### src/rtl/dcim_pkg.sv
// Shared types and constants for the DCIM global_io sequencer.
package dcim_pkg;

    localparam int NOUT_W    = 51;
    localparam int MAX_IBITS = 16;
    localparam int CNT_W     = 5;

    localparam logic WW_12B = 1'b0;
    localparam logic WW_24B = 1'b1;

    typedef enum logic [2:0] {
        IDLE,
        CLEAR,
        ACCUM,
        DRAIN,
        OUT
    } seq_state_e;

    function automatic logic ibits_legal(input logic [CNT_W-1:0] bits);
        return (bits != '0) && (bits <= CNT_W'(MAX_IBITS));
    endfunction

endpackage

### src/rtl/global_io_seq_out.sv
// Result register with valid/ready: captures nout once per MAC and holds it
// until the collector accepts or the operation is aborted.
module global_io_seq_out
    import dcim_pkg::*;
(
    input  logic              clk,
    input  logic              rst,
    input  logic              capture,
    input  logic              abort,
    input  logic [NOUT_W-1:0] nout,
    output logic [NOUT_W-1:0] result,
    output logic              result_valid,
    input  logic              result_ready
);

    always_ff @(posedge clk or posedge rst) begin
        if (rst) begin
            result       <= '0;
            result_valid <= 1'b0;
        end else if (capture) begin
            result       <= nout;
            result_valid <= 1'b1;
        end else if (abort || (result_valid && result_ready)) begin
            // abort drops the handshake but leaves the previous result visible
            result_valid <= 1'b0;
        end
    end

endmodule

### src/rtl/global_io_seq.sv
// Sequencer for the global_io shift-accumulator: clear, stream MSB-first
// input-bit cycles, capture nout and hand the result off on valid/ready.
module global_io_seq
    import dcim_pkg::*;
(
    input  logic              clk,
    input  logic              rst,
    input  logic              start,
    input  logic [CNT_W-1:0]  ibits,
    input  logic              wmode,
    input  logic              abort,
    input  logic              mac_valid,
    input  logic [NOUT_W-1:0] nout,
    output logic              st,
    output logic              acm_en,
    output logic              wwidth,
    output logic [CNT_W-1:0]  bit_idx,
    output logic              busy,
    output logic              err,
    output logic [NOUT_W-1:0] result,
    output logic              result_valid,
    input  logic              result_ready
);

    seq_state_e       state_q;
    seq_state_e       state_d;
    logic [CNT_W-1:0] bit_idx_d;
    logic             wwidth_d;
    logic             err_d;
    logic             capture;
    logic             launch;
    logic             accum_q;

    always_comb begin
        // NOTE: every signal gets a default first, so no path through the case leaves one unassigned and infers a latch.
        state_d   = state_q;
        bit_idx_d = bit_idx;
        wwidth_d  = wwidth;
        err_d     = 1'b0;
        capture   = 1'b0;
        launch    = 1'b0;

        case (state_q)
            IDLE: begin
                if (start) begin
                    if (ibits_legal(ibits)) launch = 1'b1;
                    else                    err_d  = 1'b1;
                end
            end
            CLEAR: state_d = ACCUM;
            ACCUM: begin
                if (mac_valid) begin
                    if (bit_idx == '0) state_d   = DRAIN;
                    else               bit_idx_d = bit_idx - CNT_W'(1);
                end
            end
            DRAIN: begin
                capture = 1'b1;
                state_d = OUT;
            end
            OUT: begin
                // start without result_ready is ignored; with it, a legal start chains straight into CLEAR
                if (result_ready) begin
                    state_d = IDLE;
                    if (start) begin
                        if (ibits_legal(ibits)) launch = 1'b1;
                        else                    err_d  = 1'b1;
                    end
                end
            end
            default: state_d = IDLE;
        endcase

        if (launch) begin
            state_d   = CLEAR;
            bit_idx_d = ibits - CNT_W'(1);
            wwidth_d  = wmode;
        end

        if (abort) begin
            state_d   = IDLE;
            bit_idx_d = bit_idx;
            wwidth_d  = wwidth;
            err_d     = 1'b0;
            capture   = 1'b0;
        end
    end

    // Control outputs are decoded from the next state so they are registered yet valid in the state they describe.
    always_ff @(posedge clk or posedge rst) begin
        if (rst) begin
            state_q <= IDLE;
            bit_idx <= '0;
            wwidth  <= WW_12B;
            err     <= 1'b0;
            st      <= 1'b1;
            busy    <= 1'b0;
            accum_q <= 1'b0;
        end else begin
            // NOTE: non-blocking assignments make every register sample pre-edge values regardless of statement order.
            state_q <= state_d;
            bit_idx <= bit_idx_d;
            wwidth  <= wwidth_d;
            err     <= err_d;
            st      <= (state_d == IDLE) || (state_d == CLEAR);
            busy    <= (state_d != IDLE);
            accum_q <= (state_d == ACCUM);
        end
    end

    // global_io registers acm_en itself, so it accumulates on the very edge that closes a valid ACCUM cycle.
    assign acm_en = accum_q & mac_valid & ~abort;

    global_io_seq_out u_out (
        .clk          (clk),
        .rst          (rst),
        .capture      (capture),
        .abort        (abort),
        .nout         (nout),
        .result       (result),
        .result_valid (result_valid),
        .result_ready (result_ready)
    );

endmodule
### config.mk
export PLATFORM = sky130hd
export DESIGN_NAME = global_io_seq
export DESIGN_NICKNAME = d
export VERILOG_FILES = /design/src/rtl/dcim_pkg.sv /design/src/rtl/global_io_seq_out.sv /design/src/rtl/global_io_seq.sv
export SDC_FILE = /design/constraint.sdc
export NUM_CORES = 1
export LEC_CHECK = 0
export CAP_MARGIN = 40
export CORE_UTILIZATION = 41
export DETAILED_ROUTE_END_ITERATION = 8
export GPL_TIMING_DRIVEN = 0
export PLACE_DENSITY = 0.8
export SYNTH_ARGS = -nofsm -noshare
export SYNTH_HDL_FRONTEND = slang
export SYNTH_SLANG_ARGS = --single-unit
export TNS_END_PERCENT = 1
### constraint.sdc
create_clock -name clk -period 2.9 [get_ports clk]
set_input_delay 0.435 -clock clk [delete_from_list [all_inputs] [get_ports clk]]
set_output_delay 0.435 -clock clk [all_outputs]
set_load 0.05 [all_outputs]
* Word-level counts from Yosys, hierarchy flattened
Cells that the tools add are included.
** Cells by class
- Add/subtract/negate cells :: 2
- Multiply operators :: 0
- Divide/modulo/power cells :: 0
- $lt $le $gt $ge :: 1
- Equal/unequal tests :: 7
- Shifts and indexed selects :: 0
- Muxes and demuxes :: 23
- Bitwise logic cells :: 3
- Reduce and logical (&&, ||, !) cells :: 14
** Operator list (count)
- $mux W5 :: 4
- $mux W3 :: 5
- $pmux W3 S5 :: 1
- $mux W1 :: 11
- $sub A5 B1 Y5 const B :: 2
- $eq A3 B2 Y1 const B :: 3
- $eq A3 B1 Y1 const B :: 2
- $logic_not A3 Y1 :: 2
- $reduce_bool A2 Y1 :: 3
- $le A5 B5 Y1 const B :: 1
- $logic_not A5 Y1 :: 1
- $reduce_bool A5 Y1 :: 1
- $pmux W1 S2 :: 2
- $reduce_and A4 Y1 :: 1
- $eq A3 B3 Y1 const B :: 1
- $reduce_bool A3 Y1 :: 1
- $and A1 B1 Y1 :: 2
- $logic_and A1 B1 Y1 :: 2
- $logic_or A1 B1 Y1 :: 2
- $ne A2 B2 Y1 const B :: 1
- $reduce_and A2 Y1 :: 1
- $not A1 Y1 :: 1
** Storage, ports and cells
- Register bits :: 65
- Bits in latches :: 0
- Bits in writable memories :: 0
- ROM bits :: 0
- Bits of input ports :: 63
- Output and inout bits :: 62
- Word-level logic and storage cells :: 59
- Memories :: 0

* Logic depth before layout (Yosys ltp)
- Depth in word-level cells :: 10
- Mapped depth :: 11
- Mapped depth without buffers :: 10

* By module
From an unflattened synthesis, not the netlist that was laid out.
** Second synthesis, totals
- Cells, all modules :: 194
- Area, all modules :: 3002.9 um^2
** Modules (own cells, without submodules)
- global_io_seq_out :: times used 1, cells each 112, area each 2188.3 um^2, sequential area each 1301.2 um^2
- global_io_seq :: times used 1, cells each 82, area each 814.5 um^2, sequential area each 326.6 um^2

* Least setup slack after synthesis
OpenSTA, ideal clock, no wires.
- Path kind :: input to register
- From :: input ibits[0]
- To :: register bit_idx[4]
- Setup time :: 0.126 ns
- Arrival :: 2.531 ns
- Data required time :: 2.774 ns
- Slack :: 0.243 ns
- Stages :: 9
- Path buffers :: 0
- Path through :: nor4_4 xnor2_1 nor2_1 mux2i_1 ha_1 nor3b_1 nand3b_1 a32oi_1 o32a_1
** Between the ends
- Cells in the longest elaborated chain, start to end :: 8
- Elaborated cells between the ends (all ways) :: 13
- Those cells by class :: add/sub: 1; order compare: 1; eq/ne: 1; mux: 5; reduce/logical: 5
** Ends and longest elaborated chain
- start, declared :: line global_io_seq.sv:9 : input logic [CNT_W-1:0] ibits,
- $le A5 B5 Y1 or $reduce_bool A5 Y1 (tied branches) :: line dcim_pkg.sv:20 : return (bits != '0) && (bits <= CNT_W'(MAX_IBITS));
- $logic_and A1 B1 Y1 :: line dcim_pkg.sv:20
- $mux W1 :: line global_io_seq.sv:46, global_io_seq.sv:66
- $mux W1 :: line global_io_seq.sv:65 : if (start) begin
- $mux W1 :: line global_io_seq.sv:63 : if (result_ready) begin
- $pmux W1 S2 :: line global_io_seq.sv:43 : case (state_q)
- $ne A2 B2 Y1 (no line) or $reduce_bool A2 Y1 (tied branches)
- $reduce_and A4 Y1 (no line)
- end signal, assigned :: line global_io_seq.sv:102 : bit_idx <= bit_idx_d;
- end, declared :: line global_io_seq.sv:17 : output logic [CNT_W-1:0] bit_idx,
Parallel ways exist; a longest one is shown, timed or not.
A chain may end at the register's enable or synchronous reset.

* Worst setup path after layout
Same ends and word-level chain as after synthesis.

==> impl_metrics.yaml <==
run_status:
  status: "finished with violations"
  violations: "design-rule violations"
grt:
  overflow: 0
  grt.total_usage_pct: 19.7
  grt_pass1_wl_um: 10800
  antenna_found_initial: 0
  grt_max_degree: 39
  grt_pass1_vias: 2260
layout:
  final_common_cell: "clkdlybuf4s50_1"
  stdcell_count: 420
  nets: 402
  area_growth_pct: 59.5
  final_cell_mix: "clkdlybuf4s50_1 (120), dfrtp_1 (64), mux2_2 (51)"
  final_layout_size_suffix_gt1_share_pct: 23.9
  diodes: 0
setup_path:
  r2r_cells: 9
  crit_type: "input port to flip-flop"
  reg2reg_from: "state_q[0]$_DFF_PP0_"
  critical_path.top_delay_family: "simple AND/OR/NAND/NOR gates"
  crit_chain: "clkdlybuf4s50_1 -> nor4_4 -> xnor2_2 -> nor2_2 -> mux2i_1 -> ha_2 -> nor3b_4 -> nand3b_1 -> a32oi_1 -> o32a_1"
  r2r_end: "bit_idx[4]$_DFFE_PP0P_"
  worstSetupEndpointType: "flip-flop"
  required_ns: 3.11
  cp_slowest_cell: "clkdlybuf4s50_1"
  slowest_delay_ns: 0.53
  worstPathArrival_ns: 2.98
  reg2reg_slack_ns: 0.21
  start_kind: "input port"
  cp_max_fo: 6
  path_buf_inv: 1
detailed_routing:
  dr.pass1.iters: 6
  viasPerCell: 5.17
  wl_met1_um: 2800
  wl_met2_um: 3230
  drt_iter0_markers: 66
  top_layer: "met4"
  vias: 2170
  wl_per_cell_um: 15.7
  route.detailed.drc: 24
  drt-total-wl_um: 6580
  ant_nets: 0
  met3_length_um: 455
floorplan:
  start_util_pct: 43.0
  core_area_mm2: 0.00642
  die_w_um: 84.0
  num_rows: 29
  ios: 125
  die_h_um: 84.0
  dieArea_mm2: 0.00706
place:
  gp_congestion: 0.811
  dp_hpwl_um: 4850
  place_inst: 402
  post-place-ws_ns: -0.729
  io_buffer_count: 122
synth:
  synth_fa_ha_area_share_pct: 0.454
  avgSynthCellArea_um2: 13.7
  yosys.cell_types.count: 40
  synthCells: 202
  synthSimpleGateAreaFrac_pct: 9.34
  yosys_warnings: 0
  synthMuxAreaShare_pct: 22.0
  synth_xor_area_share_pct: 0.952
  synth_area_mm2: 0.00276
  seq_area_frac_synth_pct: 59.0
  synth_top_family_by_area: "multiplexers"
  synth_edf_count: 0
  async_reset_ff_share_pct: 100
  synth-main-ff-cell: "dfrtp_1"
  synth_compound_area_share_pct: 6.49
  synthesis.nets: 266
  synth_seq_cells: 65
sta:
  fin_ws_ns: 0.136
  clock_skew_ns: 0.0112
  hold_ws_ns: 0.475
  fin_crit_sh_pct: 95.3
  setup_tns_ns: 0
  finalSetupViolCount: 0
  fmax_mhz: 362
  maxSlewViolCount: 0
  slew-limit-headroom_pct: 61.2
  period_needed_ns: 2.76
  worstMarginPinSlew_ns: 0.581
  finalHoldViolations: 0
cts:
  cts_buffers: 9
  cts_tree: "yes"
  clock_path_buffers: 2
  clockRootBuffer: "clkbuf_8"
  cts_sinks: 65
  htree_levels: 3
  cts_hold_buf: 0
  clock_latency_ns: 0.33
  clkSlewWorstSetupHoldPaths_ns: 0.08
flow_run:
  max_cap_viol_count: 0
power_and_ir_drop:
  power_w: 0.00376
  pwr-share-seq_pct: 32.7
  clockPowerShare_pct: 25.4
  power.net_switching_w: 0.00143
  p_per_area_mw_per_mm2: 854
  peakVddDrop_mv: 0.491
  p_int_w: 0.00232
  p_leak_nw: 1.87
  p_comb_share_pct: 41.9
  switching_share_pct: 38.2
min_path:
  hp-class: "input port to async pin"
==> layout make-up <==
type | count | area, µm²
Inverter | 3 | 11.3
Clock buffer | 12 | 155
Buffer | 8 | 38.8
Sequential cell | 65 | 1630
Timing Repair Buffer | 125 | 1260
Clock inverter | 4 | 98.8
Fill cell | 496 | 2020
Multi-Input combinational cell | 126 | 1110
Tap cell | 77 | 96.3
==> worst max path at each step <==
| stage | startpoint | to | slack, ns | cells after the start |
|---|---|---|---|---|
| floorplan | ibits[0] | bit_idx[4]$_DFFE_PP0P_ | 0.24 | 9 |
| global placement | ibits[0] | bit_idx[4]$_DFFE_PP0P_ | -0.62 | 10 |
| detailed placement | ibits[0] | bit_idx[4]$_DFFE_PP0P_ | -0.73 | 10 |
| CTS | ibits[3] | bit_idx[4]$_DFFE_PP0P_ | 0.03 | 10 |
| global route | ibits[0] | bit_idx[4]$_DFFE_PP0P_ | -0.0002 | 10 |
| finish | ibits[0] | bit_idx[4]$_DFFE_PP0P_ | 0.14 | 10 |
==> per-layer routing <==
layer	global-route usage (%)	vias up
li1	-	1005
met1	24.4	1052
met2	32.9	101
met3	5.14	12
met4	7.68	0
met5	0	-
==> kinds of logic (layout without fill, tap and decap cells) <==
group,count (synthesis),after routing
mux,54,54
xor+xnor,3,3
flops,65,65
simple gates,44,44
fa+ha+maj,1,1
buf+inv,11,152
compound gates,24,24
==> power groups by stage <==
stage,sequential (W),clock [W],combinational (W)
2_1_floorplan,0.00192,0,0.000314
3_3_place_gp,0.00123,0,0.00154
3_5_place_dp,0.00125,0,0.00156
4_1_cts,0.00123,0.000977,0.00158
5_1_grt,0.00126,0.00102,0.00165
6_report,0.00123,0.000956,0.00158
==> cell usage after synthesis (2+ instances only) <==
library cell | number | area [µm²]
nor3_1 | 4 | 20.0
a21oi_1 | 5 | 25.0
xnor2_1 | 3 | 26.3
a211o_1 | 2 | 17.5
clkbuf_1 | 6 | 22.5
a32oi_1 | 3 | 26.3
inv_1 | 3 | 11.3
nand3_1 | 4 | 20.0
nand2_1 | 12 | 45.0
o21ai_0 | 4 | 20.0
nand2b_1 | 2 | 12.5
nor2_1 | 6 | 22.5
mux2_2 | 51 | 574
dfrtp_1 | 64 | 1600
mux2i_1 | 2 | 20.0
nand3b_1 | 3 | 22.5
and2_1 | 2 | 12.5
or3_1 | 4 | 25.0
==> sequential cells by signal, indices dropped and copies added (netlist names) <==
signal and count:
st 1, accum_q 1, bit_idx 5, wwidth 1, u_out.result 51, u_out.result_valid 1, err 1, busy 1
state_q 3
==> worst reg2reg max path: stages (launching register included) <==
cell and delay [ns]:
dfrtp_1 0.47, nor3b_4 0.36, nand2_1 0.24, nor2_2 0.21
mux2i_1 0.24, ha_2 0.23, nor3b_4 0.23, nand3b_1 0.14
a32oi_1 0.10, o32a_1 0.35
==> repair_timing <==
action,4_1_cts,5_1_grt
hold endpoints to repair,0,0
pin swaps,1,2
setup buffers,1,1
endpoints found under the setup margin,1,1
resized for setup,3,5
==> stage by stage <==
step / util (%) / cell area [µm²]
after floorplan: - / 2760
final: 68.5 / 4400
after detailed placement: 63.8 / 4100
after global routing: 68.5 / 4400
after CTS: 68.1 / 4370
after global placement: 63.5 / 4080
(Power assumes the default switching activity.)
==> RTL edit 1: new RTL, config.mk and constraints unchanged <==
Register the output `err` once more; this adds one clock of latency there. The other outputs are not delayed to match.
--- a/src/rtl/global_io_seq.sv
+++ b/src/rtl/global_io_seq.sv
@@ -22,4 +22,6 @@
     input  logic              result_ready
 );
+
+    logic err_s0;
 
     seq_state_e       state_q;
@@ -93,5 +95,5 @@
             bit_idx <= '0;
             wwidth  <= WW_12B;
-            err     <= 1'b0;
+            err_s0  <= 1'b0;
             st      <= 1'b1;
             busy    <= 1'b0;
@@ -102,5 +104,5 @@
             bit_idx <= bit_idx_d;
             wwidth  <= wwidth_d;
-            err     <= err_d;
+            err_s0  <= err_d;
             st      <= (state_d == IDLE) || (state_d == CLEAR);
             busy    <= (state_d != IDLE);
@@ -123,3 +125,7 @@
     );
 
+    always_ff @(posedge clk) begin
+        err <= err_s0;
+    end
+
 endmodule
Check against the original RTL: not equivalent (a bounded check fails within 4 cycles, from zero or initial values and one cycle with rst high).
==> RTL edit 1 against the unedited design <==
The run still ends with DRC left; sequential share of layout area up 0.48 points; count of clock-buffer cells in the layout down 1; sequential cell count up 1; utilization down 0.42 points; synthesized area up 0.73%; power down 3.0%; setup slack worse by 0.0078 ns; final area about the same; global-route usage down 0.68 points; wire length down 0.56%; non-clock buffer count up 2; synthesized cell count up 0.50%; critical path type unchanged; critical endpoint unchanged; largest cell class unchanged.
==> RTL edit 1: results (changes against the unedited design) <==
Placed design
  • Placed Area: 4120 um^2 (+0.49%)
  • Cells after DPL: 403 (+0.25%)
  • Post-DP HPWL: 4.76 mm (-1.7%)
  • Dpl ws: -0.704 ns (+0.0243 ns)
  • GP Congestion: 0.798 (-1.6%)

Routing
  • DRC: 12 (-50%)
  • Via density: 5.15 (-0.30%)
  • Vias: 2179 (+0.41%)
  • Routed length on met2: 3.11 mm (-3.7%)
  • Met3 routed WL: 586 um (+29%)
  • Top layer reached by signal wires: met4
  • WL per Instance: 15.5 um (-1.3%)
  • Met1 Routed Length: 2.72 mm (-2.9%)

Worst hold path
  • Min-Delay Path Class: register to register

Yosys
  • Seq/Total Area, Yosys: 59.3% (+0.30 points)
  • Cell variety after synth: 41 (+2.5%)
  • Top cells by area, synth: dfrtp_1 58%, mux2_2 21%, nand2_1 1.6%
  • Synth async-reset ratio: 98.5% (-1.5 points)

Pwr
  • Worst-case vdd ir drop: 0.582 mV (+19%)
  • Switch share: 39.6% (+1.4 points)
  • Cell leakage power: 1.87 nW (about the same)

Global routing
  • First-pass GRT wire length: 10.4 mm (-3.0%)
  • Largest net degree at the start of global routing: 37 (-5.1%)
  • GRT Util Overall: 19.0% (-0.68 points)

Finish
  • Biggest regs: u_out.result (51), bit_idx (5), state_q (3)
  • Share of layout cells above drive strength 1: 24.3% (+0.37 points)
  • Nets: 405 (+0.75%)

STA
  • Least-Margin Pin Slew: 0.759 ns (+0.178 ns)
  • Fin crit share: 95.6% (+0.27 points)
  • Clk_skew: 0.0103 ns (-0.000934 ns)
  • Hold Slack: 0.344 ns (-0.131 ns)

Setup path
  • Crit path largest cell delay: 0.56 ns (+0.03 ns)
  • Worst Path Arrival: 2.99 ns (about the same)

Outcome
  • Status: finished with violations
  • Failing checks: DRC
## RTL edit 1: cell types whose count changed after synthesis, sizes merged
cell   unedited run  this run
dfxtp             0         1
## RTL edit 1: logic make-up after synthesis
group | after synthesis | synth area share, %
AO/OA/AOI/OAI | 24 | 6.44
XOR/XNOR | 3 | 0.946
adder cells (fa/ha/maj) | 1 | 0.450
buffers and inverters | 11 | 1.80
flip-flops | 66 | 59.3
multiplexers | 54 | 21.8
AND/OR/NAND/NOR | 44 | 9.27
## RTL edit 1: critical path: cells and delay by family
family | cells | cell delay, ns
AOI/OAI and AO/OA | 2 | 0.48
xor gates and xnor gates | 1 | 0.17
adders and majority gates | 1 | 0.24
buffers and inverters | 1 | 0.56
muxes | 1 | 0.24
and+or+nand+nor | 4 | 0.86
## RTL edit 1: timing repair
action	4_1_cts	5_1_grt
buffers inserted	1	3
pin swaps	1	4
hold buffers	0	0
endpoints found under the hold margin	0	0
endpoints found under the setup margin	1	1
resized for setup	3	7
## RTL edit 1: layer usage
| layer | vias up | GRT usage, % |
|---|---|---|
| met2 | 97 | 30.7 |
| met5 | - | 0 |
| met1 | 1057 | 24.0 |
| met3 | 13 | 5.01 |
| met4 | 0 | 9.09 |
| li1 | 1012 | - |
## RTL edit 1: layout make-up
type	count	area (um^2)
Buffer	8	38.8
Clock buffer	11	131
Clock inverter	5	80.1
Fill cell	494	2060
Inverter	3	11.3
Multi-Input combinational cell	126	1110
Sequential cell	66	1650
Tap cell	77	96.3
Timing Repair Buffer	127	1280
## RTL edit 1: power by group through the flow
stage | Sequential (mW) | Clock, mW | Combinational (mW)
finish | 1.25 | 0.827 | 1.57
global route | 1.28 | 0.889 | 1.64
CTS | 1.25 | 0.844 | 1.57
detailed placement | 1.26 | 0 | 1.56
global placement | 1.25 | 0 | 1.54
floorplan | 1.93 | 0 | 0.314
==> RTL edit 2: new RTL, same settings <==
Made on the original files. `NOUT_W`: 51 -> 102.
--- a/src/rtl/dcim_pkg.sv
+++ b/src/rtl/dcim_pkg.sv
@@ -2,5 +2,5 @@
 package dcim_pkg;
 
-    localparam int NOUT_W    = 51;
+    localparam int NOUT_W    = 102;
     localparam int MAX_IBITS = 16;
     localparam int CNT_W     = 5;
Ports: changed (resized nout and result); port bits go from 125 to 227. The function was not compared with the original's and may differ.
==> RTL edit 2 against the unedited design <==
Combinational power grew 47%; die area grew 64%; wire length grew 77%; largest cell class unchanged; sequential cell count grew 51; critical path type unchanged; sequential power grew 72%; final area grew 74%; highest routed layer unchanged; utilization grew 2.2 points; clock power grew 120%; synthesized area grew 66%; via count grew 56%; power grew 75%; setup slack gained 0.072 ns.
==> RTL edit 2: results (changes against the unedited design) <==
Outcome
  • Status: finished, final reports clean

Finish
  • Final Cell Area: 7670 um^2 (+74%)
  • Clock-cell share: 7.88% (+2.1 points)
  • Nets: 654 (+63%)
  • Multi-input combinational cell count: 158 (+25%)
  • Multi-input logic area: 1570 um^2 (+41%)
  • Non-Clock Buffer Count: 241 (+81%)
  • Biggest regs: u_out.result (102), bit_idx (5), state_q (3)
  • Seq area share: 37.9% (+0.88 points)
  • Non-clk invs: 5 (+2)
  • Non-clk buf share: 31.2% (+1.7 points)

Yosys
  • Seq/Total Area, Yosys: 63.5% (+4.5 points)
  • Xor and xnor area share after synthesis: 0.739% (-0.21 points)
  • Cell variety after synth: 37 (-7.5%)
  • Synthesized-area fraction occupied by adder cells: 0.274% (-0.18 points)
  • Multiplexer share of the synthesized area: 26.2% (+4.3 points)
  • Mean cell area of the mapped netlist: 15.7 um^2 (+15%)

Routing
  • Met3 routed WL: 953 um (+110%)
  • Vias: 3395 (+56%)
  • DR iter-0 viols: 73 (+11%)
  • Met1 Routed Length: 4.46 mm (+59%)

Pwr
  • Seq pwr share: 32.1% (-0.6 points)
  • Clock net power: 2.14 mW (+120%)

Global routing
  • Met3 global-route usage: 8.66% (+3.5 points)
  • Vias in the first global route: 3724 (+65%)
  • First-pass GRT wire length: 18.0 mm (+67%)
  • Global-route met1 utilization: 22.8% (-1.6 points)
  • GRT Util Overall: 20.9% (+1.2 points)

STA
  • Hold Slack: 0.147 ns (-0.328 ns)
  • Clk_skew: 0.00716 ns (-0.00408 ns)

Placed design
  • GP Congestion: 0.775 (-4.5%)
  • Post-DP HPWL: 8.77 mm (+81%)
  • Dpl ws: -0.311 ns (+0.418 ns)

Clock tree
  • Post-CTS Resized: 0 (-3)
  • Clk_lat worst skew: 0.52 ns (+0.19 ns)
  • H-tree depth: 4 (+1)
  • CTS clk-pin slew, worst paths: 0.06 ns (-0.02 ns)

Setup path
  • Worst Path Arrival: 3.09 ns (+0.11 ns)

Floorplanning
  • Total Die Area: 11600 um^2 (+64%)
[RTL edit 2: changes by cell type after synthesis, moves of 3 or more]
cell	before	now
a32oi_1	3	0
nand3b_1	3	0
or3_1	4	1
clkbuf_1	6	0
a31oi_1	0	3
buf_2	1	11
nand2_1	12	4
mux2_2	51	103
a21oi_1	5	2
dfrtp_1	64	115
nand3_1	4	0
[RTL edit 2: worst min-delay path by stage]
stage                                   start                              to  depth (start not counted)
2_1_floorplan            state_q[2]$_DFF_PP0_            state_q[1]$_DFF_PP0_                          1
3_3_place_gp             state_q[2]$_DFF_PP0_            state_q[1]$_DFF_PP0_                          1
3_5_place_dp   u_out.result_valid$_DFFE_PP0P_  u_out.result_valid$_DFFE_PP0P_                          1
4_1_cts                                 abort                   err$_DFF_PP0_                          2
5_1_grt                                 abort                   err$_DFF_PP0_                          2
6_report                                abort                   err$_DFF_PP0_                          2
